**config.mk**
```make
export PLATFORM = sky130hd
export DESIGN_NAME = mult_n_seq_flat
export DESIGN_NICKNAME = d
export VERILOG_FILES = /design/src/rtl/mult_n_seq_pkg.sv /design/src/rtl/mult_n_seq_if.sv /design/src/rtl/mult_n_seq_ctrl.sv /design/src/rtl/mult_n_seq.sv /design/src/flat_wrapper.sv
export SDC_FILE = /design/constraint.sdc
export NUM_CORES = 1
export LEC_CHECK = 0
export ABC_AREA = 1
export CAP_MARGIN = 20
export CORE_ASPECT_RATIO = 0.75
export CORE_MARGIN = 1
export CORE_UTILIZATION = 38
export CTS_CLUSTER_SIZE = 28
export DETAILED_ROUTE_END_ITERATION = 7
export GPL_ROUTABILITY_DRIVEN = 0
export HOLD_SLACK_MARGIN = 0.02
export PLACE_DENSITY = 0.65
export SLEW_MARGIN = 30
export SYNTH_ARGS = -nofsm -noshare
export SYNTH_HDL_FRONTEND = slang
export SYNTH_HIERARCHICAL = 1
export SYNTH_SLANG_ARGS = --single-unit
```
**constraint.sdc**
```tcl
create_clock -name clk -period 4.3 [get_ports clk]
set_clock_uncertainty 0.15 [all_clocks]
set_input_delay 0.43 -clock clk [delete_from_list [all_inputs] [get_ports clk]]
set_output_delay 0.43 -clock clk [all_outputs]
set_load 0.01 [all_outputs]
```
**src/rtl/mult_n_seq_pkg.sv**
```systemverilog
// Shared types and constants for the sequential shift-add multiplier.
package mult_n_seq_pkg;

    localparam int unsigned DefaultWidth = 8;

    typedef enum logic [1:0] {
        StIdle,
        StCalc,
        StFix,
        StDone
    } state_e;

    // Bits needed to hold an iteration count from 0 to width inclusive.
    function automatic int unsigned cnt_width(input int unsigned width);
        return $clog2(width + 1);
    endfunction

endpackage

```
**src/rtl/mult_n_seq_if.sv**
```systemverilog
// Operand/result bundle between a requester and the multiplier.
interface mult_n_seq_if #(
    parameter int unsigned WIDTH = mult_n_seq_pkg::DefaultWidth
);
    logic               init;
    logic               signed_mode;
    logic [WIDTH-1:0]   A;
    logic [WIDTH-1:0]   B;
    logic [2*WIDTH-1:0] pp;
    logic               busy;
    logic               done;

    modport master (
        output init, signed_mode, A, B,
        input  pp, busy, done
    );

    modport slave (
        input  init, signed_mode, A, B,
        output pp, busy, done
    );
endinterface

```
**src/rtl/mult_n_seq_ctrl.sv**
```systemverilog
// Sequencing FSM and iteration counter; owns the busy/done flags.
module mult_n_seq_ctrl import mult_n_seq_pkg::*; #(
    parameter int unsigned WIDTH = DefaultWidth
) (
    input  logic   clk,
    input  logic   rst_n,
    input  logic   init_i,
    output logic   start_o,
    output state_e state_o,
    output logic   busy_o,
    output logic   done_o
);
    localparam int unsigned CntW = cnt_width(WIDTH);

    state_e          state_q, state_d;
    logic [CntW-1:0] cnt_q, cnt_d;
    logic            busy_q, busy_d;
    logic            done_q, done_d;

    // Next state: accept init only when idle or holding a result; CALC runs exactly WIDTH edges.
    always_comb begin
        state_d = state_q;
        cnt_d   = cnt_q;
        busy_d  = busy_q;
        done_d  = done_q;
        start_o = 1'b0;
        unique case (state_q)
            StIdle, StDone: begin
                if (init_i) begin
                    start_o = 1'b1;
                    state_d = StCalc;
                    cnt_d   = CntW'(WIDTH);
                    busy_d  = 1'b1;
                    done_d  = 1'b0;
                end
            end
            StCalc: begin
                cnt_d = cnt_q - CntW'(1);
                if (cnt_q == CntW'(1)) begin
                    state_d = StFix;
                end
            end
            StFix: begin
                state_d = StDone;
                busy_d  = 1'b0;
                done_d  = 1'b1;
            end
            default: state_d = StIdle;
        endcase
    end

    // State, counter and status flag registers.
    always_ff @(posedge clk or negedge rst_n) begin
        if (!rst_n) begin
            state_q <= StIdle;
            cnt_q   <= '0;
            busy_q  <= 1'b0;
            done_q  <= 1'b0;
        end else begin
            state_q <= state_d;
            cnt_q   <= cnt_d;
            busy_q  <= busy_d;
            done_q  <= done_d;
        end
    end

    assign state_o = state_q;
    assign busy_o  = busy_q;
    assign done_o  = done_q;

endmodule

```
**src/rtl/mult_n_seq.sv**
```systemverilog
// Fixed-latency sequential shift-add multiplier, signed (sign-magnitude) or unsigned.
module mult_n_seq import mult_n_seq_pkg::*; #(
    parameter int unsigned WIDTH = DefaultWidth
) (
    input  logic        clk,
    input  logic        rst_n,
    mult_n_seq_if.slave bus
);
    localparam int unsigned ProdW = 2 * WIDTH;

    state_e state;
    logic   start;
    logic   busy;
    logic   done;

    logic [ProdW-1:0] acc_q, acc_d;
    logic [ProdW-1:0] mcand_q, mcand_d;
    logic [WIDTH-1:0] mplier_q, mplier_d;
    logic             neg_q, neg_d;
    logic [ProdW-1:0] pp_q, pp_d;
    logic [WIDTH-1:0] a_mag, b_mag;

    mult_n_seq_ctrl #(
        .WIDTH (WIDTH)
    ) u_ctrl (
        .clk     (clk),
        .rst_n   (rst_n),
        .init_i  (bus.init),
        .start_o (start),
        .state_o (state),
        .busy_o  (busy),
        .done_o  (done)
    );

    // Operand magnitudes; the most negative value maps to 2^(WIDTH-1) as an unsigned pattern.
    always_comb begin
        a_mag = (bus.signed_mode && bus.A[WIDTH-1]) ? (~bus.A + WIDTH'(1)) : bus.A;
        b_mag = (bus.signed_mode && bus.B[WIDTH-1]) ? (~bus.B + WIDTH'(1)) : bus.B;
    end

    // Datapath next state: load on start, shift-add in CALC, apply sign in FIX.
    always_comb begin
        acc_d    = acc_q;
        mcand_d  = mcand_q;
        mplier_d = mplier_q;
        neg_d    = neg_q;
        pp_d     = pp_q;
        if (start) begin
            acc_d    = '0;
            mcand_d  = {{WIDTH{1'b0}}, a_mag};
            mplier_d = b_mag;
            neg_d    = bus.signed_mode & (bus.A[WIDTH-1] ^ bus.B[WIDTH-1]);
        end else if (state == StCalc) begin
            if (mplier_q[0]) begin
                acc_d = acc_q + mcand_q;
            end
            mplier_d = mplier_q >> 1;
            mcand_d  = mcand_q << 1;
        end else if (state == StFix) begin
            // Negating zero yields zero, so no negative-zero special case is needed.
            pp_d = neg_q ? (~acc_q + ProdW'(1)) : acc_q;
        end
    end

    // Datapath registers.
    always_ff @(posedge clk or negedge rst_n) begin
        if (!rst_n) begin
            acc_q    <= '0;
            mcand_q  <= '0;
            mplier_q <= '0;
            neg_q    <= 1'b0;
            pp_q     <= '0;
        end else begin
            acc_q    <= acc_d;
            mcand_q  <= mcand_d;
            mplier_q <= mplier_d;
            neg_q    <= neg_d;
            pp_q     <= pp_d;
        end
    end

    assign bus.pp   = pp_q;
    assign bus.busy = busy;
    assign bus.done = done;

endmodule

```
**src/flat_wrapper.sv**
```systemverilog
// flat-port wrapper written by rule: the top's interface ports become plain ports
module mult_n_seq_flat import mult_n_seq_pkg::*;
#(
    parameter int unsigned WIDTH = DefaultWidth
)
  (clk, rst_n, bus_init, bus_signed_mode, bus_A, bus_B, bus_pp, bus_busy, bus_done);
  mult_n_seq_if #(.WIDTH(WIDTH)) bus_i ();
  input  logic clk;
  input  logic rst_n;
  input wire logic [$bits(bus_i.init)-1:0] bus_init;
  input wire logic [$bits(bus_i.signed_mode)-1:0] bus_signed_mode;
  input wire logic [$bits(bus_i.A)-1:0] bus_A;
  input wire logic [$bits(bus_i.B)-1:0] bus_B;
  output wire logic [$bits(bus_i.pp)-1:0] bus_pp;
  output wire logic [$bits(bus_i.busy)-1:0] bus_busy;
  output wire logic [$bits(bus_i.done)-1:0] bus_done;
  assign bus_i.init = bus_init;
  assign bus_i.signed_mode = bus_signed_mode;
  assign bus_i.A = bus_A;
  assign bus_i.B = bus_B;
  assign bus_pp = bus_i.pp;
  assign bus_busy = bus_i.busy;
  assign bus_done = bus_i.done;
  mult_n_seq #(.WIDTH(WIDTH)) u_core (.clk(clk), .rst_n(rst_n), .bus(bus_i));
endmodule
```
Word level (Yosys, flattened, before mapping)
Cells that the tools add are included.
- register bits: 65
- input bits: 20
- output and inout bits: 18
- logic and storage cells: 61
- $add $sub $neg: 5
- equal/unequal tests: 6
- mux-type cells: 21
- bitwise gates (word level): 7
- reductions and logical operators: 13
- operators with widths (cell ; count):
    $mux W16 ; 6
    $mux W8 ; 4
    $add A16 B1 Y16 const B ; 1
    $add A16 B16 Y16 ; 1
    $add A8 B1 Y8 const B ; 2
    $not A16 Y16 ; 1
    $not A8 Y8 ; 2
    $pmux W4 S2 ; 1
    $reduce_and A2 Y1 ; 4
    $reduce_bool A2 Y1 ; 4
    $pmux W2 S3 ; 1
    $eq A2 B2 Y1 const B ; 2
    $eq A4 B1 Y1 const B ; 1
    $mux W1 ; 4
    $mux W2 ; 2
    $mux W4 ; 1
    $ne A2 B2 Y1 const B ; 2
    $pmux W1 S2 ; 2
    $sub A4 B1 Y4 const B ; 1
    $reduce_and A3 Y1 ; 1
    $eq A2 B1 Y1 const B ; 1
    $logic_and A1 B1 Y1 ; 2
    $logic_not A2 Y1 ; 1
    $not A1 Y1 ; 2
    other kinds (3) ; 3

Longest topological paths before layout
- word-level depth: 5
- depth in mapped cells: 12
- gate-level depth less buffers: 12

Modules after synthesis
Netlist, hierarchy kept.
- by module, submodules not included (module ; instances ; cells each ; area an instance (um^2) ; sequential area each (um^2)):
    mult_n_seq ; 1 ; 564 ; 3865.0 ; 1426.4
    mult_n_seq_ctrl ; 1 ; 55 ; 449.2 ; 200.2

Least setup slack after synthesis
OpenSTA, ideal clock, no wires.
- kind: register to register
- start: reg u_core.u_ctrl.state_q[0] (netlist: u_core/u_ctrl/state_o[0])
- end: reg u_core.pp_q[1] (netlist: u_core/bus.pp[1])
- library setup time: 82 ps
- arrival time: 1606 ps
- data required time: 4068 ps
- path slack: 2462 ps
- cell stages (with the launch flop): 12
- buffers on the path: 2
- clock period less this slack: 1838 ps
- cell sequence: dfrtp_1 > inv_1 > ha_1 > nand2_2 > inv_1 > buf_6 > inv_2 > nand3_1 > inv_2 > buf_4 > nor2_1 > a31oi_1
- word-level cells in the longest chain between the ends: 5
- elaborated cells on any way between the ends: 9
- classes of those cells: eq/ne: 3; mux: 1; bitwise: 2; reduce/logical: 3
- ends and longest elaborated chain (what ; RTL line ; source):
    start, declared ; mult_n_seq_ctrl.sv:15 ; state_e state_q, state_d;
    start signal, assigned ; mult_n_seq_ctrl.sv:55 ; state_q <= StIdle;
    start signal, assigned ; mult_n_seq_ctrl.sv:60 ; state_q <= state_d;
    $eq A2 B2 Y1 / $logic_not A2 Y1 (equally long branches) ; mult_n_seq_ctrl.sv:27 ; unique case (state_q)
    $reduce_or A2 Y1 * ; mult_n_seq_ctrl.sv:27 ;
    $mux W1 * ; mult_n_seq_ctrl.sv:27 ;
    net u_core.start ; mult_n_seq.sv:12 ; logic start;
    $not A1 Y1 (no source line) * ; n/a ;
    $reduce_and A3 Y1 (no source line) * ; n/a ;
    end signal, assigned ; mult_n_seq.sv:78 ; pp_q <= pp_d;
    end, declared ; mult_n_seq.sv:20 ; logic [ProdW-1:0] pp_q, pp_d;
The timed path passes the listed nets; every way through them passes the cells marked *.
A chain may end at the register's enable or synchronous reset.

Worst setup path after layout
Ends and elaborated chain as after synthesis.

==> key figures <==
Global routing
  – Grt ovf: 0
  – Pin count of the biggest net entering global routing: 50
  – Global-route wire length before repair: 17300 um
  – GRT Total Usage: 18.5%
  – Initial antenna violation count: 0
  – Vias in the first global route: 3712

STA
  – Fmax: 354 MHz
  – RSZ-0062 raised after global routing: false
  – Final setup violation count: 0
  – Fin. Hold Viols: 0
  – Final min period: 2830 ps
  – Setup TNS: 0 ps
  – Relative slew slack: 41.4%
  – Worst-margin pin slew: 875 ps
  – Final WS setup: 1470 ps
  – Crit share post-route: 65.8%
  – Max Slew Vio Count: 0

Min path
  – Worst min path class: flop to flop
  – Endpoint, Worst Hold: u_core/u_ctrl/cnt_q[3]$_DFFE_PN0P_
  – Min-delay src: u_core/u_ctrl/cnt_q[3]$_DFFE_PN0P_
  – Hold path cells: 2

Route
  – First DRT Iteration DRCs: 201
  – Vias: 3932
  – Drt wl/cell: 12.4 um
  – DRT Pass-1 Iters: 6
  – Vias per inst: 4.90
  – WL final: 9950 um
  – Antenna Nets Post-Route: 0
  – Residual DRC count: 14

Yosys
  – Synth Net Count: 663
  – YS warnings: 6
  – Synth Instances: 619
  – Synth async-reset ratio: 100%
  – Seq/Total Area, Yosys: 37.7%
  – Area of the mapped netlist: 4310 um^2
  – Post-synth cell types: 31
  – Area contributors post-synth: dfrtp_1 38%, nand2_1 18%, inv_1 7.0%
  – Synth area leader: dfrtp_1
  – Synth Register Bits: 65
  – Post-synth top flop: dfrtp_1
  – Avg Cell Area, Syn: 6.97 um^2
  – EDFF count, synth: 0
  – Yosys top cell area share: 37.7%

Clock tree
  – Reg clk slew, reported paths: 50 ps
  – CTS root buf: clkbuf_16
  – Clock tree buffer depth: 2
  – Hold_buf cts: 1
  – H-tree Lvls: 3
  – CTS tree: yes
  – Worst skew pair latency: 330 ps
  – Clock Sinks: 65
  – # resized after CTS: 0
  – CTS buffer count: 9
  – Post-CTS Setup Bufs: 0

Die
  – Die X: 125 um
  – FP Rows: 33
  – IO Pins: 38
  – Initial Utilization: 39.3%
  – Die height: 94.3 um
  – Core Area: 11000 um^2
  – Die area: 11800 um^2

Finish
  – Share of post-route cells with drive strength above 1: 6.50%
  – Layout area overhead: 18.3%
  – FILL cells: 1097
  – Post-route design area: 5100 um^2
  – Post-layout util: 46.5%
  – Final #Nets: 701
  – Antenna cell count: 0

Run status
  – Outcome: complete, but fails checks
  – Failing checks: design-rule violations

Critical path
  – Crit Path Max Fanout: 26
  – CP required: 4400 ps
  – Worst setup SP type: flop
  – R2r worst-path depth: 9
  – CP Class: flop to flop
  – CP Capture Type: flop
  – Worst r2r src: u_core/u_ctrl/state_o[0]$_DFFE_PN0P_
  – RR Endpoint: u_core/bus.pp[1]$_DFFE_PN0P_
  – Reg2reg setup slack: 1470 ps
  – Worst EP arrival: 2920 ps

Placement
  – Buffers added on ports: 37
  – Area of placed instances: 4790 um^2
  – Final HPWL DP: 7580 um
  – Setup WS pre-CTS: 1420 ps

Power and ir drop
  – P_leak: 2.67 nW
  – Peak supply drop: 316 uV
  – Power per cell area: 687 nW/um^2

Flow run
  – Maximum Capacitance Violations: 0
-- through the flow --
step	total power, W	instances	hold WS [ps]
floorplan	0.00230	619	-15.6
global placement	0.00270	785	204
detailed placement	0.00276	785	222
CTS	0.00351	802	332
global route	0.00384	802	348
finish	0.00351	802	329
-- Yosys cell counts, types with 5 or more instances --
cell and instances:
nand2_1 208, inv_1 81, dfrtp_1 65, nand3_1 49
o21ai_1 37, nor2_1 30, ha_1 23, a21oi_1 19
inv_2 17, xor2_1 16, o21ai_0 15, nand4_1 10
buf_2 7, o31ai_1 5
-- flip-flops by register name (all words and copies together), names as in the netlist --
name and cells:
u_core/bus.pp 16, u_core/u_ctrl/cnt_q 4, u_core/mplier_q 8, u_core/u_ctrl/state_o 2, u_core/mcand_q 16, u_core/acc_q 16
u_core/u_ctrl/done_o 1, u_core/neg_q 1, u_core/u_ctrl/busy_o 1
-- critical path: stages, from the launching register on --
cell	delay, ps
dfrtp_1	440
inv_1	70
ha_1	330
nand2_2	100
inv_1	270
inv_2	430
nand3_1	430
inv_2	310
nor2_1	60
a31oi_1	130
-- final cells by class --
cell class	count	area [um^2]	area share, %
Inverter	98	368	7.21
Clock inverter	2	35.0	0.686
Sequential cell	65	1630	31.9
Timing Repair Buffer	40	390	7.65
Clock buffer	14	274	5.37
Multi-Input combinational cell	443	2240	43.8
Tap cell	140	175	3.43
-- where the power goes --
part	switching, W	internal [W]	total (W)
sequential	0.000186	0.000846	0.00103
clock	0.000244	0.000495	0.000739
combinational	0.00110	0.000635	0.00174
total	0.00153	0.00198	0.00351
-- routing by layer --
layer  GRT usage, %  wire length, um
met1           25.0             5140
met2           29.2             4190
met4           5.69              102
met3           4.56              517
met5              0                0
-- cells by family after synthesis --
logic type | Yosys count | share of synthesized area [%]
buffers and inverters | 111 | 10.5
adder cells (fa/ha/maj) | 24 | 7.13
flip-flops | 65 | 37.7
AO/OA/AOI/OAI | 85 | 10.5
AND/OR/NAND/NOR | 318 | 31.0
XOR/XNOR | 16 | 3.25
-- layout by cell type (no fill, tap or decap), drive strengths merged --
master / n
a21oi: 19
a22oi: 1
a31oi: 3
and2: 1
buf: 3
bufinv: 1
clkbuf: 14
clkdlybuf4s50: 36
clkinv: 1
dfrtp: 65
dlygate4sd3: 1
fa: 1
ha: 23
inv: 98
nand2: 211
nand3: 50
nand3b: 4
nand4: 10
nor2: 34
nor3: 4
o211ai: 1
o21ai: 52
o22ai: 4
o31ai: 5
or2: 4
xor2: 16
-- worst max-delay path by stage --
| stage | from | end | slack (ps) |
|---|---|---|---|
| after global routing | u_core/u_ctrl/state_o[0]$_DFFE_PN0P_ | u_core/bus.pp[11]$_DFFE_PN0P_ | 1180 |
| after CTS | u_core/u_ctrl/state_o[0]$_DFFE_PN0P_ | u_core/bus.pp[1]$_DFFE_PN0P_ | 1490 |
| final | u_core/u_ctrl/state_o[0]$_DFFE_PN0P_ | u_core/bus.pp[1]$_DFFE_PN0P_ | 1470 |
| after floorplan | u_core/u_ctrl/state_o[0]$_DFFE_PN0P_ | u_core/bus.pp[1]$_DFFE_PN0P_ | 2460 |
| after global placement | bus_init | u_core/bus.pp[1]$_DFFE_PN0P_ | 1500 |
| after detailed placement | bus_init | u_core/bus.pp[13]$_DFFE_PN0P_ | 1420 |
Power figures use the tool's default switching activity.
